`src/rtl/bank_sad_reader_pkg.sv`:
```
// Shared definitions for the bank SAD reader.
// Holds the FSM state encoding and the default width constants.
package bank_sad_reader_pkg;

    localparam int ADDR_W = 8;
    localparam int DATA_W = 8;
    localparam int SAD_W  = 16;

    localparam logic [1:0] IDLE = 2'd0;
    localparam logic [1:0] RD_A = 2'd1;
    localparam logic [1:0] RD_B = 2'd2;
    localparam logic [1:0] DONE = 2'd3;

endpackage

```
`src/rtl/bank_sad_reader_abs_diff.sv`:
```
// Combinational absolute difference of two unsigned operands.
// Ports: a_i, b_i (DATA_W operands) -> y_o = |a_i - b_i| (DATA_W).
module abs_diff #(
    parameter int DATA_W = bank_sad_reader_pkg::DATA_W
) (
    input  logic [DATA_W-1:0] a_i,
    input  logic [DATA_W-1:0] b_i,
    output logic [DATA_W-1:0] y_o
);

    logic [DATA_W:0] diff;
    logic [DATA_W:0] neg;

    // One extra bit so the sign of a-b is visible.
    always_comb begin
        diff = {1'b0, a_i} - {1'b0, b_i};
        neg  = -diff;
        y_o  = diff[DATA_W] ? neg[DATA_W-1:0] : diff[DATA_W-1:0];
    end

endmodule

```
`src/rtl/bank_sad_reader.sv`:
```
// Sum of absolute differences over two byte regions of one memory bank.
// Ports: Clk, Rst_n; Start/BaseA/BaseB/Len command; Address/MemRead/
// ReadData bank side; Busy, Done pulse, Sad result.
module bank_sad_reader #(
    parameter int ADDR_W = bank_sad_reader_pkg::ADDR_W,
    parameter int DATA_W = bank_sad_reader_pkg::DATA_W,
    parameter int SAD_W  = bank_sad_reader_pkg::SAD_W
) (
    input  logic              Clk,
    input  logic              Rst_n,
    input  logic              Start,
    input  logic [ADDR_W-1:0] BaseA,
    input  logic [ADDR_W-1:0] BaseB,
    input  logic [ADDR_W-1:0] Len,
    output logic [ADDR_W-1:0] Address,
    output logic              MemRead,
    input  logic [DATA_W-1:0] ReadData,
    output logic              Busy,
    output logic              Done,
    output logic [SAD_W-1:0]  Sad
);

    import bank_sad_reader_pkg::*;

    logic [1:0]        state_q, state_d;
    logic [ADDR_W-1:0] base_a_q, base_a_d;
    logic [ADDR_W-1:0] base_b_q, base_b_d;
    logic [ADDR_W-1:0] len_q, len_d;
    logic [ADDR_W-1:0] idx_q, idx_d;
    logic [DATA_W-1:0] reg_a_q, reg_a_d;
    logic [SAD_W-1:0]  acc_q, acc_d;
    logic [SAD_W-1:0]  sad_q, sad_d;

    logic [DATA_W-1:0] diff;
    logic [SAD_W-1:0]  acc_sum;

    abs_diff #(
        .DATA_W (DATA_W)
    ) u_abs_diff (
        .a_i (reg_a_q),
        .b_i (ReadData),
        .y_o (diff)
    );

    assign acc_sum = acc_q + SAD_W'(diff);

    always_comb begin
        state_d  = state_q;
        base_a_d = base_a_q;
        base_b_d = base_b_q;
        len_d    = len_q;
        idx_d    = idx_q;
        reg_a_d  = reg_a_q;
        acc_d    = acc_q;
        sad_d    = sad_q;
        unique case (state_q)
            IDLE: begin
                if (Start) begin
                    base_a_d = BaseA;
                    base_b_d = BaseB;
                    len_d    = Len;
                    idx_d    = '0;
                    acc_d    = '0;
                    sad_d    = '0;
                    state_d  = (Len == '0) ? DONE : RD_A;
                end
            end
            RD_A: begin
                reg_a_d = ReadData;
                state_d = RD_B;
            end
            RD_B: begin
                acc_d = acc_sum;
                // Len is nonzero here, so Len-1 cannot underflow.
                if (idx_q == len_q - ADDR_W'(1)) begin
                    sad_d   = acc_sum;
                    state_d = DONE;
                end else begin
                    idx_d   = idx_q + ADDR_W'(1);
                    state_d = RD_A;
                end
            end
            DONE: begin
                state_d = IDLE;
            end
            default: begin
                state_d = IDLE;
            end
        endcase
    end

    always_ff @(posedge Clk or negedge Rst_n) begin
        if (!Rst_n) begin
            state_q  <= IDLE;
            base_a_q <= '0;
            base_b_q <= '0;
            len_q    <= '0;
            idx_q    <= '0;
            reg_a_q  <= '0;
            acc_q    <= '0;
            sad_q    <= '0;
        end else begin
            state_q  <= state_d;
            base_a_q <= base_a_d;
            base_b_q <= base_b_d;
            len_q    <= len_d;
            idx_q    <= idx_d;
            reg_a_q  <= reg_a_d;
            acc_q    <= acc_d;
            sad_q    <= sad_d;
        end
    end

    // Bank controls are decoded only from registered state,
    // address arithmetic wraps modulo the bank depth.
    always_comb begin
        Address = '0;
        MemRead = 1'b0;
        unique case (state_q)
            RD_A: begin
                Address = base_a_q + idx_q;
                MemRead = 1'b1;
            end
            RD_B: begin
                Address = base_b_q + idx_q;
                MemRead = 1'b1;
            end
            default: begin
                Address = '0;
                MemRead = 1'b0;
            end
        endcase
    end

    assign Busy = (state_q == RD_A) || (state_q == RD_B);
    assign Done = (state_q == DONE);
    assign Sad  = sad_q;

endmodule

```
`config.mk`:
```
export PLATFORM = sky130hd
export DESIGN_NAME = bank_sad_reader
export DESIGN_NICKNAME = d
export VERILOG_FILES = /design/src/rtl/bank_sad_reader_pkg.sv /design/src/rtl/bank_sad_reader_abs_diff.sv /design/src/rtl/bank_sad_reader.sv
export SDC_FILE = /design/constraint.sdc
export NUM_CORES = 1
export LEC_CHECK = 0
export CAP_MARGIN = 20
export CORE_UTILIZATION = 53
export DETAILED_ROUTE_END_ITERATION = 8
export PLACE_DENSITY = 0.88
export SLEW_MARGIN = 0
export SYNTH_ARGS = -nofsm -noshare
export SYNTH_HDL_FRONTEND = slang
export SYNTH_SLANG_ARGS = --single-unit
```
`constraint.sdc`:
```
create_clock -name Clk -period 6.25 [get_ports Clk]
set_input_delay 1.25 -clock Clk [delete_from_list [all_inputs] [get_ports Clk]]
set_output_delay 1.25 -clock Clk [all_outputs]
set_load 0.01 [all_outputs]
```
# Word level (Yosys, flattened, before mapping)
# Cells that the tools add are included.
[word_totals]
output_inout_bits = 27
elab_cells = 45
inputBits = 35
register_bits = 74
[op_classes]
n_addsub = 7
reduce_logical = 9
eq_ne = 7
mux = 14
[op_table]
columns = ["operator", "count"]
rows = [
  ["one-hot mux 16 bit (2 select lines)", 2],
  ["two-way mux 16 bit", 2],
  ["one-hot mux 8 bit (2 select lines)", 2],
  ["two-way mux 8 bit", 3],
  ["adder 16 x 8 -> 16 bit", 1],
  ["adder 8 bit", 2],
  ["subtractor 8 x 8 -> 9 bit", 1],
  ["adder 8 x 1 -> 8 bit, second input constant", 1],
  ["equality test 8 bit", 1],
  ["logical NOT 8 bit", 1],
  ["negation 8 bit", 1],
  ["one-hot mux 2 bit (4 select lines)", 1],
  ["subtractor 8 x 1 -> 8 bit, second input constant", 1],
  ["two-way mux 2 bit", 3],
  ["!= test 2 bit, second input constant", 3],
  ["AND reduction 3 bit", 2],
  ["equality test 2 bit, second input constant", 2],
  ["AND reduction 2 bit", 2],
  ["equality test 2 x 1 -> 1 bit, second input constant", 1],
  ["logical NOT 2 bit", 1],
  ["nonzero test 2 bit", 1],
  ["OR reduction 2 bit", 1],
  ["logical OR 1 bit", 1],
  ["two-way mux 1 bit", 1],
]

# Depth between registers and ports, before layout
[depth]
word_depth = 6
depth_mapped = 19
depth_no_buf = 19

# By module
# From an unflattened synthesis, not the netlist that was laid out.
[unflattened]
cells_unflattened = 510
area_unflattened_um2 = 4984.8
[by_module_without_submodules]
columns = ["mod", "n_inst", "area_each_um2", "cells_per_inst"]
rows = [
  ["bank_sad_reader", 1, 4510.6, 443],
  ["abs_diff", 1, 474.2, 67],
]

# Least setup slack after synthesis
# Ideal clock, no wire load.
[synth_timing]
path_type = "input-to-reg"
start = "input ReadData[0]"
end = "register sad_q[12] (netlist: Sad[12])"
setup_ps = 120
t_required_ps = 6130
t_arrival_ps = 4563
slack_ps = 1568
stages = 18
n_path_buf = 0
path_cell_list = "ha_1 -> inv_1 -> fa_1 -> a211oi_1 -> nor3b_1 -> nor3_1 -> o21bai_1 -> a21o_1 -> mux2_2 -> inv_1 -> fa_1 -> nand2b_1 -> a21oi_1 -> nor3_1 -> o21bai_1 -> and3_1 -> xor2_1 -> a31o_1"
[synth_via]
elab_chain_cells = 6
[synth_lines]
columns = ["item", "line", "rtl"]
rows = [
  ["start: declaration", "bank_sad_reader.sv:17", "input logic [DATA_W-1:0] ReadData,"],
  ["subtractor 8 x 8 -> 9 bit (*)", "bank_sad_reader_abs_diff.sv:16", "diff = {1'b0, a_i} - {1'b0, b_i};"],
  ["negation 8 bit", "bank_sad_reader_abs_diff.sv:17", "neg = -diff;"],
  ["two-way mux 8 bit (*)", "bank_sad_reader_abs_diff.sv:18", "y_o = diff[DATA_W] ? neg[DATA_W-1:0] : diff[DATA_W-1:0];"],
  ["adder 16 x 8 -> 16 bit (*)", "bank_sad_reader.sv:45", "assign acc_sum = acc_q + SAD_W'(diff);"],
  ["two-way mux 16 bit (*)", "bank_sad_reader.sv:75", "if (idx_q == len_q - ADDR_W'(1)) begin"],
  ["one-hot mux 16 bit (2 select lines) (*)", "bank_sad_reader.sv:56", "unique case (state_q)"],
  ["end signal: assignment", "bank_sad_reader.sv:101", "sad_q <= '0;"],
  ["end signal: assignment", "bank_sad_reader.sv:110", "sad_q <= sad_d;"],
  ["end: declaration", "bank_sad_reader.sv:32", "logic [SAD_W-1:0] sad_q, sad_d;"],
]
# Mark *: on every way between the ends. The rest lies on a longest branch, timed or not. The select of a mux whose other input is x is not followed.
# A chain may end at the register's enable or synchronous reset.

# Final worst setup path
[layout_timing]
start = "register state_q[0]"
end = "output Address[7]"
[layout_via]
elab_chain_cells = 2
word_cells_on_any_way = 3
[layout_lines]
columns = ["item", "line", "rtl"]
rows = [
  ["start: declaration", "bank_sad_reader.sv:25", "logic [1:0] state_q, state_d;"],
  ["start signal: assignment", "bank_sad_reader.sv:103", "state_q <= state_d;"],
  ["equality test 2 bit or equality test 2 x 1 -> 1 bit (tied branches)", "bank_sad_reader.sv:119", "unique case (state_q)"],
  ["one-hot mux 8 bit (2 select lines) (*)", "bank_sad_reader.sv:119", ""],
  ["end: declaration", "bank_sad_reader.sv:15", "output logic [ADDR_W-1:0] Address,"],
]
# Mark *: on every way between the ends. The rest lies on a longest branch, timed or not.

==> flow_metrics.env <==
export IMPL_status="complete, no violations"
export IMPL_finalCritPeriodShare_pct=82.9
export IMPL_dp_slack_ns=0.741
export IMPL_internal_power_mw=0.940
export IMPL_tritoncts="built"
export IMPL_grt_util_all_layers_pct=23.2
export IMPL_synth_top_area_share_pct=38.3
export IMPL_num_vias=3864
export IMPL_reg2reg_to="acc_q[12]"
export IMPL_postCtsHoldBufs=0
export IMPL_worstMarginPinSlew_ns=0.951
export IMPL_cts_setup_buffers=0
export IMPL_maxCapViolCount=0
export IMPL_finalNetCount=628
export IMPL_path_common_cell="ha_1"
export IMPL_endpoint_kind="output pin"
export IMPL_avgRoutedWirePerCell_um=15.6
export IMPL_rr_startpoint="reg_a_q[0]"
export IMPL_drc=0
export IMPL_grt_max_degree=75
export IMPL_worstPathRequired_ns=5.00
export IMPL_max_freq_mhz=193
export IMPL_ir_drop_mv=0.164
export IMPL_viasPerCell=5.77
export IMPL_switchingPower_mw=0.491
export IMPL_leakage_nw=2.60
export IMPL_layout_drive_gt1_share_pct=12.6
export IMPL_reg2reg_depth=19
export IMPL_htree_levels=3
export IMPL_synth_top_cell_by_area="dfrtp_1"
export IMPL_netlist_instances=497
export IMPL_skew_ns=0.00748
export IMPL_dpl_instance_area_um2=5530
export IMPL_rows=34
export IMPL_hold_end="Sad[4]"
export IMPL_yosysMostFrequentCell="dfrtp_1"
export IMPL_area_growth_pct=18.5
export IMPL_pwr_share_clk_pct=25.6
export IMPL_core_um2=8760
export IMPL_crit_arrival_ns=3.93
export IMPL_hold_worst_slack_ns=0.491
export IMPL_comb_power_share_pct=34.4
export IMPL_hold_depth=1
export IMPL_numCtsBuffers=9
export IMPL_netlist_area_um2=4840
export IMPL_chipHeight_um=97.5
export IMPL_ctsRootBufferMaster="clkbuf_8"
export IMPL_cts_resized=0
export IMPL_maxSlewHeadroom_pct=36.6
export IMPL_dr_pass1_iters=4
export IMPL_path_max_fanout=9
export IMPL_dr_first_iter_drc_count=115
export IMPL_synth_fp_nets=568
export IMPL_avgSynthCellArea_um2=9.73
export IMPL_io_buffers=61
export IMPL_start_kind="flip-flop"
export IMPL_cts_sinks=74
export IMPL_critPathKind="flip-flop to output pin"
export IMPL_finalWorstSetupSlack_ns=1.07
export IMPL_grt_pass1_vias=3939
export IMPL_hold_violations=0
export IMPL_rsz0062_at_grt="false"
export IMPL_power_density_nw_per_um2=250
export IMPL_min_from="Sad[4]"
export IMPL_antenna_left=0
export IMPL_cp_cell_sequence="inv_1, ha_1, mux2_2, ha_1, a21o_1, a21oi_1, nor2b_1, o21a_1, o41a_1, xnor2_1, and2_1, clkdlybuf4s50_1"
export IMPL_drt_total_wl_um=10400
export IMPL_dieArea_um2=9510
export IMPL_synthDistinctLibCells=58
export IMPL_critPathMaxStageDelay_ns=0.53
export IMPL_grt_pass1_wl_um=18100
export IMPL_fin_area_um2=5730
export IMPL_hp_class="flip-flop to flip-flop"
export IMPL_slew_viol_final=0
export IMPL_swShare_pct=34.3
export IMPL_ys_seq_elements=74
export IMPL_synth_common_cells="74 x dfrtp_1, 46 x nand2_1, 39 x mux2_2"
export IMPL_sequentialPowerShare_pct=40.0
export IMPL_finalSetupViolCount=0
export IMPL_min_period_ns=5.18
export IMPL_seq_area_frac_synth_pct=38.3
export IMPL_synth_area_leaders="dfrtp_1 38%, mux2_2 9.1%, ha_1 8.5%"
export IMPL_antenna_found_initial=0
export IMPL_synth_edf_count=0
export IMPL_async_flop_share_pct=100
export IMPL_overflow=0
export IMPL_start_util_pct=55.2
export IMPL_antenna_cells=0
export IMPL_clk_pin_slew_worst_paths_ns=0.08
export IMPL_clkLatencyLatePin_ns=0.35
export IMPL_r2r_slack_ns=2.04
export IMPL_io_pins=62
export IMPL_clk_path_buf_depth=2
export IMPL_critical_path_slowest_cell="clkdlybuf4s50_1"
export IMPL_routabilityCongestion=0.891
export IMPL_dpl_hpwl_um=7470
export IMPL_yosys_warnings=0
export IMPL_synthFlopType="dfrtp_1"
export IMPL_finalSetupTns_ns=0
export IMPL_dieWidth_um=97.5
-- cell type report --
| type | count | area [um2] |
|---|---|---|
| well taps | 108 | 135 |
| fillers | 718 | 3030 |
| clock buffers | 11 | 131 |
| clock inverters | 5 | 55.1 |
| multi-input cells | 381 | 2820 |
| repair buffers | 65 | 643 |
| flip-flops and latches | 74 | 1850 |
| inverters | 26 | 97.6 |
-- sequential cells by signal, indices dropped and copies added (netlist names) --
| name | flops |
|---|---|
| Sad | 16 |
| acc_q | 16 |
| base_a_q | 8 |
| base_b_q | 8 |
| idx_q | 8 |
| len_q | 8 |
| reg_a_q | 8 |
| state_q | 2 |
-- cells by family (layout without fill, tap and decap cells) --
logic type / count (synthesis) / in the layout / share of synthesized area [%]
compound gates: 107 / 107 / 15.1
xor+xnor: 40 / 40 / 7.24
fa+ha+maj: 36 / 36 / 9.78
buf+inv: 42 / 107 / 3.52
flops: 74 / 74 / 38.3
mux: 45 / 45 / 10.3
simple gates: 153 / 153 / 15.8
-- worst max-delay path by stage --
stage | from | to | slack, ns | depth (start not counted)
floorplan | ReadData[0] | Sad[12] | 1.57 | 18
global placement | ReadData[0] | Sad[12] | 0.85 | 19
detailed placement | ReadData[0] | Sad[12] | 0.74 | 19
CTS | state_q[0] | Address[7] | 1.07 | 12
global route | ReadData[0] | acc_q[10] | 0.77 | 19
finish | state_q[0] | Address[7] | 1.07 | 12
-- power groups by stage --
stage               sequential (mW)  combinational (mW)  clock [mW]
finish                        0.573               0.492       0.367
global route                  0.580               0.548       0.393
CTS                           0.573               0.491       0.371
detailed placement            0.580               0.485           0
global placement              0.578               0.465           0
floorplan                     0.572               0.369           0
-- worst max-delay path, delay by kind of cell, from the launching register on --
family / cells / cell delay [ns]
AOI/OAI and AO/OA: 4 / 0.94
xor gates and xnor gates: 1 / 0.16
adders and majority gates: 2 / 0.75
buffers and inverters: 2 / 0.66
DFF: 1 / 0.41
muxes: 1 / 0.42
and+or+nand+nor: 2 / 0.24
-- layout by cell type, fill, tap and decap left out, drive strengths merged, types with 3 or more instances in the layout --
cell / synthesis / layout
o21ai: 29 / 29
or3: 3 / 3
mux2: 39 / 39
nor4: 3 / 3
a211oi: 7 / 7
nor3: 17 / 17
xor2: 13 / 13
a21oi: 18 / 18
nand2: 47 / 47
nand4: 3 / 3
a2bb2oi: 3 / 3
o21bai: 6 / 6
and2: 9 / 9
o31ai: 3 / 3
nand2b: 5 / 5
inv: 26 / 26
nor2b: 11 / 11
ha: 33 / 33
a22o: 3 / 3
o211ai: 5 / 5
dfrtp: 74 / 74
mux2i: 6 / 6
a21o: 8 / 8
nor2: 30 / 30
and3: 4 / 4
xnor2: 27 / 27
buf: 7 / 5
clkdlybuf4s50: 0 / 60
a31o: 4 / 4
o21a: 5 / 5
nand3: 13 / 13
clkbuf: 9 / 11
nor3b: 3 / 3
a31oi: 5 / 5
fa: 3 / 3
-- through the flow --
step                utilization (%)  cells  power, mW
CTS                            65.2    669       1.43
global placement               63.1    653       1.04
floorplan                         -    497      0.940
detailed placement             63.1    653       1.06
finish                         65.4    670       1.43
global route                   65.4    670       1.52
-- layer usage --
layer / GRT usage (%) / up-vias / part of all wire (%)
met1: 28.7 / 1892 / 44
met4: 5.66 / 0 / 1.1
li1: - / 1870 / -
met5: 0 / - / 0
met2: 41.3 / 91 / 51
met3: 4.68 / 11 / 4.5
Power figures use the tool's default switching activity.
